==> src/rtl/cia_pkg.sv <==
// Shared definitions for the CIA-style interval timer: register offsets,
// control/interrupt register bit positions and default widths.
package cia_pkg;

    localparam int TW_DEF = 16;
    localparam int DW_DEF = 8;

    localparam logic [3:0] OFF_TALO = 4'h4;
    localparam logic [3:0] OFF_TAHI = 4'h5;
    localparam logic [3:0] OFF_TBLO = 4'h6;
    localparam logic [3:0] OFF_TBHI = 4'h7;
    localparam logic [3:0] OFF_ICR  = 4'hD;
    localparam logic [3:0] OFF_CRA  = 4'hE;
    localparam logic [3:0] OFF_CRB  = 4'hF;

    localparam int CR_START   = 0;
    localparam int CR_ONESHOT = 3;
    localparam int CR_LOAD    = 4;
    localparam int CR_INMODE  = 5;  // two bits: [6:5]

    localparam int ICR_TA  = 0;
    localparam int ICR_TB  = 1;
    localparam int ICR_IRQ = 7;  // read: interrupt pending
    localparam int ICR_SET = 7;  // write: 1 = set mask bits, 0 = clear them

    typedef enum logic [1:0] {
        SRC_TICK  = 2'b00,
        SRC_OFF1  = 2'b01,
        SRC_TA_UF = 2'b10,
        SRC_OFF3  = 2'b11
    } src_e;

endpackage

==> src/rtl/cia_timer_unit.sv <==
// One latch/down-counter pair with its control register (START/ONESHOT/LOAD).
// Underflow is combinational so a cascaded timer can count it in the same cycle.
module cia_timer_unit
    import cia_pkg::*;
#(
    parameter int TW = TW_DEF,
    parameter int DW = DW_DEF
) (
    input  logic          clk,
    input  logic          reset_n,
    input  logic          count_event,
    input  logic          lo_wr,
    input  logic          hi_wr,
    input  logic          cr_wr,
    input  logic [DW-1:0] di,
    output logic [TW-1:0] counter,
    output logic [DW-1:0] cr,
    output logic          underflow,
    output logic          start
);

    logic [TW-1:0] latch;
    logic [DW-1:0] cr_wdat;
    logic          load_strobe;

    always_comb begin
        cr_wdat          = di;
        cr_wdat[CR_LOAD] = 1'b0;
        load_strobe      = cr_wr && di[CR_LOAD];
        underflow        = count_event && (counter == '0);
        start            = cr[CR_START];
    end

    always_ff @(posedge clk or negedge reset_n) begin
        if (!reset_n) begin
            latch <= '1;
        end else if (lo_wr) begin
            latch[DW-1:0] <= di;
        end else if (hi_wr) begin
            latch[TW-1:DW] <= di[TW-DW-1:0];
        end
    end

    // LOAD strobe wins over both reload and decrement; a stopped timer
    // also takes the high-byte write straight into the counter.
    always_ff @(posedge clk or negedge reset_n) begin
        if (!reset_n) begin
            counter <= '1;
        end else if (load_strobe) begin
            counter <= latch;
        end else if (hi_wr && !cr[CR_START]) begin
            counter <= {di[TW-DW-1:0], latch[DW-1:0]};
        end else if (underflow) begin
            counter <= latch;
        end else if (count_event) begin
            counter <= counter - TW'(1);
        end
    end

    // A software write in the same cycle as a one-shot stop takes precedence.
    always_ff @(posedge clk or negedge reset_n) begin
        if (!reset_n) begin
            cr <= '0;
        end else if (cr_wr) begin
            cr <= cr_wdat;
        end else if (underflow && cr[CR_ONESHOT]) begin
            cr[CR_START] <= 1'b0;
        end
    end

endmodule

==> src/rtl/cia_timer.sv <==
// Memory-mapped dual interval timer with CIA-style interrupt control.
// Reads return data one clock after the access; irq_n is registered.
module cia_timer
    import cia_pkg::*;
#(
    parameter int TW = TW_DEF,
    parameter int DW = DW_DEF
) (
    input  logic          clk,
    input  logic          reset_n,
    input  logic          cs,
    input  logic          we,
    input  logic [3:0]    addr,
    input  logic [DW-1:0] di,
    output logic [DW-1:0] rd_data,
    input  logic          tick,
    output logic          irq_n
);

    logic          wr_hit, rd_hit;
    logic          count_a, count_b, src_b;
    logic          uf_a, uf_b, start_a, start_b;
    logic [TW-1:0] counter_a, counter_b;
    logic [DW-1:0] cr_a, cr_b;
    logic [1:0]    flags, flags_next;
    logic [1:0]    mask, mask_next;
    logic [DW-1:0] rd_mux;

    assign wr_hit = cs && we;
    assign rd_hit = cs && !we;

    always_comb begin
        src_b = 1'b0;
        case (cr_b[CR_INMODE+1:CR_INMODE])
            SRC_TICK:  src_b = tick;
            SRC_TA_UF: src_b = uf_a;
            default:   src_b = 1'b0;
        endcase
        count_a = start_a && tick;
        count_b = start_b && src_b;
    end

    cia_timer_unit #(.TW(TW), .DW(DW)) u_ta (
        .clk         (clk),
        .reset_n     (reset_n),
        .count_event (count_a),
        .lo_wr       (wr_hit && addr == OFF_TALO),
        .hi_wr       (wr_hit && addr == OFF_TAHI),
        .cr_wr       (wr_hit && addr == OFF_CRA),
        .di          (di),
        .counter     (counter_a),
        .cr          (cr_a),
        .underflow   (uf_a),
        .start       (start_a)
    );

    cia_timer_unit #(.TW(TW), .DW(DW)) u_tb (
        .clk         (clk),
        .reset_n     (reset_n),
        .count_event (count_b),
        .lo_wr       (wr_hit && addr == OFF_TBLO),
        .hi_wr       (wr_hit && addr == OFF_TBHI),
        .cr_wr       (wr_hit && addr == OFF_CRB),
        .di          (di),
        .counter     (counter_b),
        .cr          (cr_b),
        .underflow   (uf_b),
        .start       (start_b)
    );

    // Flag set is applied after the read-clear so a coincident underflow survives.
    always_comb begin
        flags_next = flags;
        if (rd_hit && addr == OFF_ICR) begin
            flags_next = '0;
        end
        flags_next = flags_next | {uf_b, uf_a};

        mask_next = mask;
        if (wr_hit && addr == OFF_ICR) begin
            mask_next = di[ICR_SET] ? (mask | di[1:0]) : (mask & ~di[1:0]);
        end
    end

    always_comb begin
        rd_mux = '0;
        case (addr)
            OFF_TALO: rd_mux = counter_a[DW-1:0];
            OFF_TAHI: rd_mux = counter_a[TW-1:DW];
            OFF_TBLO: rd_mux = counter_b[DW-1:0];
            OFF_TBHI: rd_mux = counter_b[TW-1:DW];
            OFF_ICR: begin
                rd_mux[ICR_IRQ] = !irq_n;
                rd_mux[ICR_TB]  = flags[1];
                rd_mux[ICR_TA]  = flags[0];
            end
            OFF_CRA:  rd_mux = cr_a;
            OFF_CRB:  rd_mux = cr_b;
            default:  rd_mux = '0;
        endcase
    end

    always_ff @(posedge clk or negedge reset_n) begin
        if (!reset_n) begin
            flags   <= '0;
            mask    <= '0;
            irq_n   <= 1'b1;
            rd_data <= '0;
        end else begin
            flags <= flags_next;
            mask  <= mask_next;
            irq_n <= !(|(flags_next & mask_next));
            if (rd_hit) begin
                rd_data <= rd_mux;
            end
        end
    end

endmodule

==> config.mk <==
export PLATFORM = sky130hd
export DESIGN_NAME = cia_timer
export DESIGN_NICKNAME = d
export VERILOG_FILES = /design/src/rtl/cia_pkg.sv /design/src/rtl/cia_timer_unit.sv /design/src/rtl/cia_timer.sv
export SDC_FILE = /design/constraint.sdc
export NUM_CORES = 1
export LEC_CHECK = 0
export BUFFER_PORTS_ARGS = -buffer_cell sky130_fd_sc_hd__buf_2
export CAP_MARGIN = 20
export CORE_MARGIN = 2
export CORE_UTILIZATION = 50
export DETAILED_ROUTE_END_ITERATION = 6
export GPL_ROUTABILITY_DRIVEN = 0
export PLACE_DENSITY = 0.71
export SLEW_MARGIN = 15
export SYNTH_ARGS = -nofsm -noshare
export SYNTH_HDL_FRONTEND = slang
export SYNTH_HIERARCHICAL = 1
export SYNTH_SLANG_ARGS = --single-unit
==> constraint.sdc <==
create_clock -name clk -period 3.75 [get_ports clk]
set_clock_uncertainty 0.05 [all_clocks]
set_input_delay 0.5625 -clock clk [delete_from_list [all_inputs] [get_ports clk]]
set_output_delay 0.5625 -clock clk [all_outputs]
set_load 0.02 [all_outputs]
# --- After elaboration in Yosys (flattened, before gate mapping) ---
# Index checks and enable logic that the tools add are counted.
op_classes:
  add_sub_neg: 2
  n_eq_ne: 8
  muxes: 19
  bitwise_logic: 7
  reduce_logical: 35
ops:
  columns: ["cell", "count"]
  rows:
  - ["16-bit two-way mux", 8]
  - ["16-bit logical NOT", 2]
  - ["16-bit by 1-bit subtractor with 16-bit output (second input constant)", 2]
  - ["5-bit one-hot mux with 6 select lines", 1]
  - ["1-bit logical AND", 20]
  - ["4-bit by 3-bit == test with 1-bit output (second input constant)", 4]
  - ["2-bit one-hot mux with 7 select lines", 1]
  - ["4-bit == test (second input constant)", 3]
  - ["4-bit nonzero test", 2]
  - ["1-bit one-hot mux with 7 select lines", 1]
  - ["2-bit two-way mux", 3]
  - ["1-bit logical NOT", 5]
  - ["2-bit bitwise AND", 2]
  - ["1-bit two-way mux", 4]
  - ["2-bit OR", 2]
  - ["2-bit AND reduction", 2]
  - ["2-bit nonzero test", 2]
  - ["2-bit == test (second input constant)", 1]
  - ["2-bit logical NOT", 1]
  - ["1-bit inverter", 2]
  - ["2-bit inverter", 1]
  - ["1-bit one-hot mux with 2 select lines", 1]
  - ["2-bit OR reduction", 1]
totals:
  regBits: 91
  inputBits: 17
  output_inout_bits: 9

# --- Depth between registers and ports, before layout ---
logic_depth:
  word_depth: 9
  mapped_depth: 16
  depth_no_buf: 13

# --- Cells and area by module ---
# Netlist, hierarchy kept.
by_module_without_submodules:
  columns: ["module", "n_inst", "cells_each", "area_each_um2"]
  rows:
  - ["cia_timer_unit (u_tb)", 1, 224, 2280.9]
  - ["cia_timer_unit (u_ta)", 1, 226, 2275.9]
  - ["cia_timer", 1, 131, 1149.9]

# --- Least setup slack after synthesis ---
# OpenSTA, ideal clock, no wires.
synth_path:
  path_kind: "register to register"
  start: "register u_ta.counter[0]"
  end: "register u_tb.counter[10]"
  setup_time_ns: 0.088
  t_arrival_ns: 2.692
  required_ns: 3.612
  setup_slack_ns: 0.920
  stages_incl_launch_ff: 16
  synth_period_minus_slack_ns: 2.830
  path_cell_list: "dfstp_2 inv_1 ha_1 nor3b_2 and4_1 buf_4 nand2_2 inv_2 mux2i_1 nor3b_1 buf_2 and3_1 buf_2 a31oi_4 nor2b_1 or3_1"
synth_via:
  elab_chain_cells: 8
  elab_cells_between_ends: 9
synth_rtl:
  columns: ["element", "line_no", "text"]
  rows:
  - ["start, declared", "cia_timer_unit.sv:16", "output logic [TW-1:0] counter,"]
  - ["start signal, assigned", "cia_timer_unit.sv:50", "counter <= latch;"]
  - ["start signal, assigned", "cia_timer_unit.sv:52", "counter <= {di[TW-DW-1:0], latch[DW-1:0]};"]
  - ["start signal, assigned", "cia_timer_unit.sv:54", "counter <= latch;"]
  - ["16-bit logical NOT *", "cia_timer_unit.sv:30", "underflow = count_event && (counter == '0);"]
  - ["1-bit logical AND *", "cia_timer_unit.sv:30", null]
  - ["named net uf_a", "cia_timer.sv:22", "logic uf_a, uf_b, start_a, start_b;"]
  - ["1-bit one-hot mux with 2 select lines *", "cia_timer.sv:34", "case (cr_b[CR_INMODE+1:CR_INMODE])"]
  - ["1-bit logical AND *", "cia_timer.sv:40", "count_b = start_b && src_b;"]
  - ["named net count_b", "cia_timer.sv:21", "logic count_a, count_b, src_b;"]
  - ["1-bit logical AND", "cia_timer_unit.sv:30", null]
  - ["16-bit two-way mux", "cia_timer_unit.sv:53", "end else if (underflow) begin"]
  - ["16-bit two-way mux", "cia_timer_unit.sv:51", "end else if (hi_wr && !cr[CR_START]) begin"]
  - ["16-bit two-way mux", "cia_timer_unit.sv:49", "end else if (load_strobe) begin"]
  - ["end signal, assigned", "cia_timer_unit.sv:50", null]
  - ["end signal, assigned", "cia_timer_unit.sv:52", null]
  - ["end signal, assigned", "cia_timer_unit.sv:54", null]
  - ["end, declared", "cia_timer_unit.sv:16", null]
# The timed path passes the listed nets; every way through them passes the cells marked *.
# A chain may end at the register's enable or synchronous reset.

# --- Final worst setup path ---
layout_path:
  start: "register u_ta.counter[0]"
  end: "register u_tb.counter[6]"
# Same word-level chain as after synthesis.

==> results by group <==
GRT
  – Pin count of the biggest net entering global routing: 74
  – Total track usage: 26.4%
  – Vias in the first global route: 4727
  – Initial antenna violation count: 0
  – First-pass GRT wire length: 25900 um
  – Total congestion overflow: 0

Placed design
  – Pre-CTS setup slack: 0.246 ns
  – IO buf count: 25
  – Placed cell area: 5930 um^2
  – Dpl hpwl: 11100 um

Outcome
  – Outcome: finished clean

Finish
  – Area delta synth->final: 8.51%
  – Layout cells sized above 1: 31.6%
  – Final Instance Area: 6190 um^2
  – Ant. Diodes: 0
  – Nets: 614

Timing
  – Final hold vios: 0
  – Hold_ws: 0.314 ns
  – Worst-margin pin slew: 0.888 ns
  – Final WS setup: 0.284 ns
  – TNS Setup: 0 ns
  – RSZ-0062 raised after global routing: no
  – Final setup fails: 0
  – Final Critical Period: 3.47 ns
  – F_max: 288 MHz
  – Relative slew slack: 40.8%
  – Pins Over Slew Limit: 0
  – Final worst-path cycle share: 92.4%

Logic synthesis
  – Top cell type's share of synthesized area: 29.9%
  – Cell Area, Synth: 5710 um^2
  – Xor and xnor area share after synthesis: 0.614%
  – Post-synthesis sequential area ratio: 41.3%
  – Synth Area per Inst: 9.82 um^2
  – Async SR Flop Fraction: 100%
  – Post-Synth Adder-Cell Area: 0.439%
  – Multiplexer share of the synthesized area: 12.2%
  – EDFF count, synth: 0
  – Main combinational cell family by area after synthesis: simple AND/OR/NAND/NOR gates
  – Commonest cells in the netlist: dfstp_2 (65), mux2_2 (46), nand2_1 (39), nor2_1 (35), a21oi_1 (31)
  – Post-synth cell types: 76
  – Syn nets: 600
  – Synth Area in Compound Gates: 19.2%
  – FF+latch count, synth: 91
  – Post-Synth Simple-Gate Area: 21.6%
  – Most numerous cell in the Yosys netlist: dfstp_2
  – Ys flop type: dfstp_2
  – Cells after synthesis: 581
  – Top cell type by total area after synthesis: dfstp_2
  – Top cells by area, synth: dfstp_2 (30%), dfrtp_1 (11%), mux2_2 (9.1%)
  – Synthesis Warnings: 6

Critical path
  – Crit Path Max Fanout: 27
  – Critical Path Start Type: flip-flop
  – CP endpoint kind: flip-flop
  – CP required: 3.97 ns
  – Worst EP arrival: 3.69 ns
  – Worst Setup Path Type: flip-flop to flip-flop

Floorplanning
  – CORE AREA: 11300 um^2
  – Chip height: 111 um
  – Initial Util: 50.6%
  – Core Rows: 39
  – DIE AREA: 12300 um^2
  – # IOs: 26
  – Die span in x: 111 um

Route
  – Total number of vias: 4885
  – Initial DRC Count: 583
  – Antenna-violating nets left: 0
  – Final WL: 15900 um
  – Initial DRT Pass Iterations: 5
  – Drt drc: 0
  – DR WL/cell: 21.5 um
  – Vias/cell: 6.58

CTS
  – Clk_lat worst skew: 0.34 ns
  – Clock tree buffer depth: 2
  – Root Driver: clkbuf_16
  – CTS tree: built
  – Max H-tree Level: 3
  – Clk slew on worst S/H paths: 0.06 ns
  – Number of CTS-inserted buffers: 9
  – # clock sinks: 91

Power
  – Worst vdd ir: 0.212 mV
  – Pwr dens: 447 nW/um^2
  – Leakage Power: 2.56 nW
  – Total power: 2.77 mW

Worst hold path
  – Min-delay worst type: input port to async pin

Job
  – Max-cap violations: 0
[logic make-up after synthesis]
kind of cell | Yosys count
other cells | 2
mux | 63
simple gates | 211
buf+inv | 51
xor+xnor | 4
compound gates | 157
fa+ha+maj | 2
flops | 91
[power breakdown]
part / leakage (nW) / switching [mW] / internal [mW]
Clock: 0.127 / 0.357 / 0.444
Combinational: 1.41 / 0.278 / 0.268
Sequential: 1.02 / 0.185 / 1.23
Total: 2.56 / 0.819 / 1.95
[worst max-delay path, cell delays in order (launching register included)]
cell and delay, ns:
dfstp_2 0.40, inv_1 0.06, ha_1 0.19, nor3b_2 0.34, and4_2 0.41, nand2_2 0.17, inv_2 0.16, mux2i_1 0.11
nor3b_2 0.19, buf_4 0.31, nand3_1 0.27, o21ai_2 0.31, o2bb2ai_1 0.12, a221o_1 0.30
[cell type report]
cell class	instances	area [um^2]
Clock buffer	12	236
Clock inverter	3	16.3
Fill cell	990	5080
Inverter	11	41.3
Multi-Input combinational cell	439	3100
Sequential cell	91	2360
Tap cell	143	179
Timing Repair Buffer	43	263
[path summary, 6_finish.rpt]
| check | cells past startpoint | slack (ns) | startpoint | to |
|---|---|---|---|---|
| max | 13 | 0.28 | u_ta/counter[0] | u_tb/counter[6] |
| min | 1 | 0.31 | reset_n | mask[1] |
| max reg2reg | 13 | 0.28 | u_ta/counter[0] | u_tb/counter[6] |
| min reg2reg | 2 | 0.44 | rd_data[2] | rd_data[2] |
| max in group asynchronous | 2 | 2.50 | reset_n | u_tb/counter[9] |
| min in group clk | 2 | 0.44 | rd_data[2] | rd_data[2] |
[sequential cells by signal, summed over array words and instances (netlist names)]
signal	count
u_tb/latch	16
mask	2
u_tb/counter	16
u_ta/latch	16
rd_data	8
flags	2
u_tb/cr	7
irq_n	1
u_ta/cr	7
u_ta/counter	16
[metrics by stage]
stage | cells | utilization, %
6_report | 742 | 54.9
5_1_grt | 742 | 54.9
4_1_cts | 742 | 54.9
3_5_place_dp | 727 | 52.6
3_3_place_gp | 727 | 52.6
2_1_floorplan | 581 | -
[cells in the final DEF, fill, tap and decap left out, types with 11 or more instances in the layout]
cell type / count
nand2_1: 39
mux2i_1: 15
o21ai_0: 24
nor2b_1: 11
nand4_1: 16
dfstp_2: 65
nand3_1: 17
mux2_2: 46
nand2b_1: 13
nor2_1: 35
nor3_1: 14
dfrtp_1: 26
buf_2: 24
a21oi_1: 31
buf_4: 19
[metal layers]
layer / GRT usage (%) / vias up / routed length [um]
met2: 38.5 / 239 / 6920
met3: 4.10 / 35 / 1330
met5: 0 / - / 0
met1: 39.1 / 2393 / 7190
met4: 11.2 / 0 / 478
li1: - / 2218 / -
[repair_timing]
item | CTS | global route
buffers inserted | 0 | 0
resized for setup | 0 | 2
hold buffers | 0 | 0
endpoints found under the setup margin | 0 | 1
Note: power is estimated with default switching activity, not from simulation.
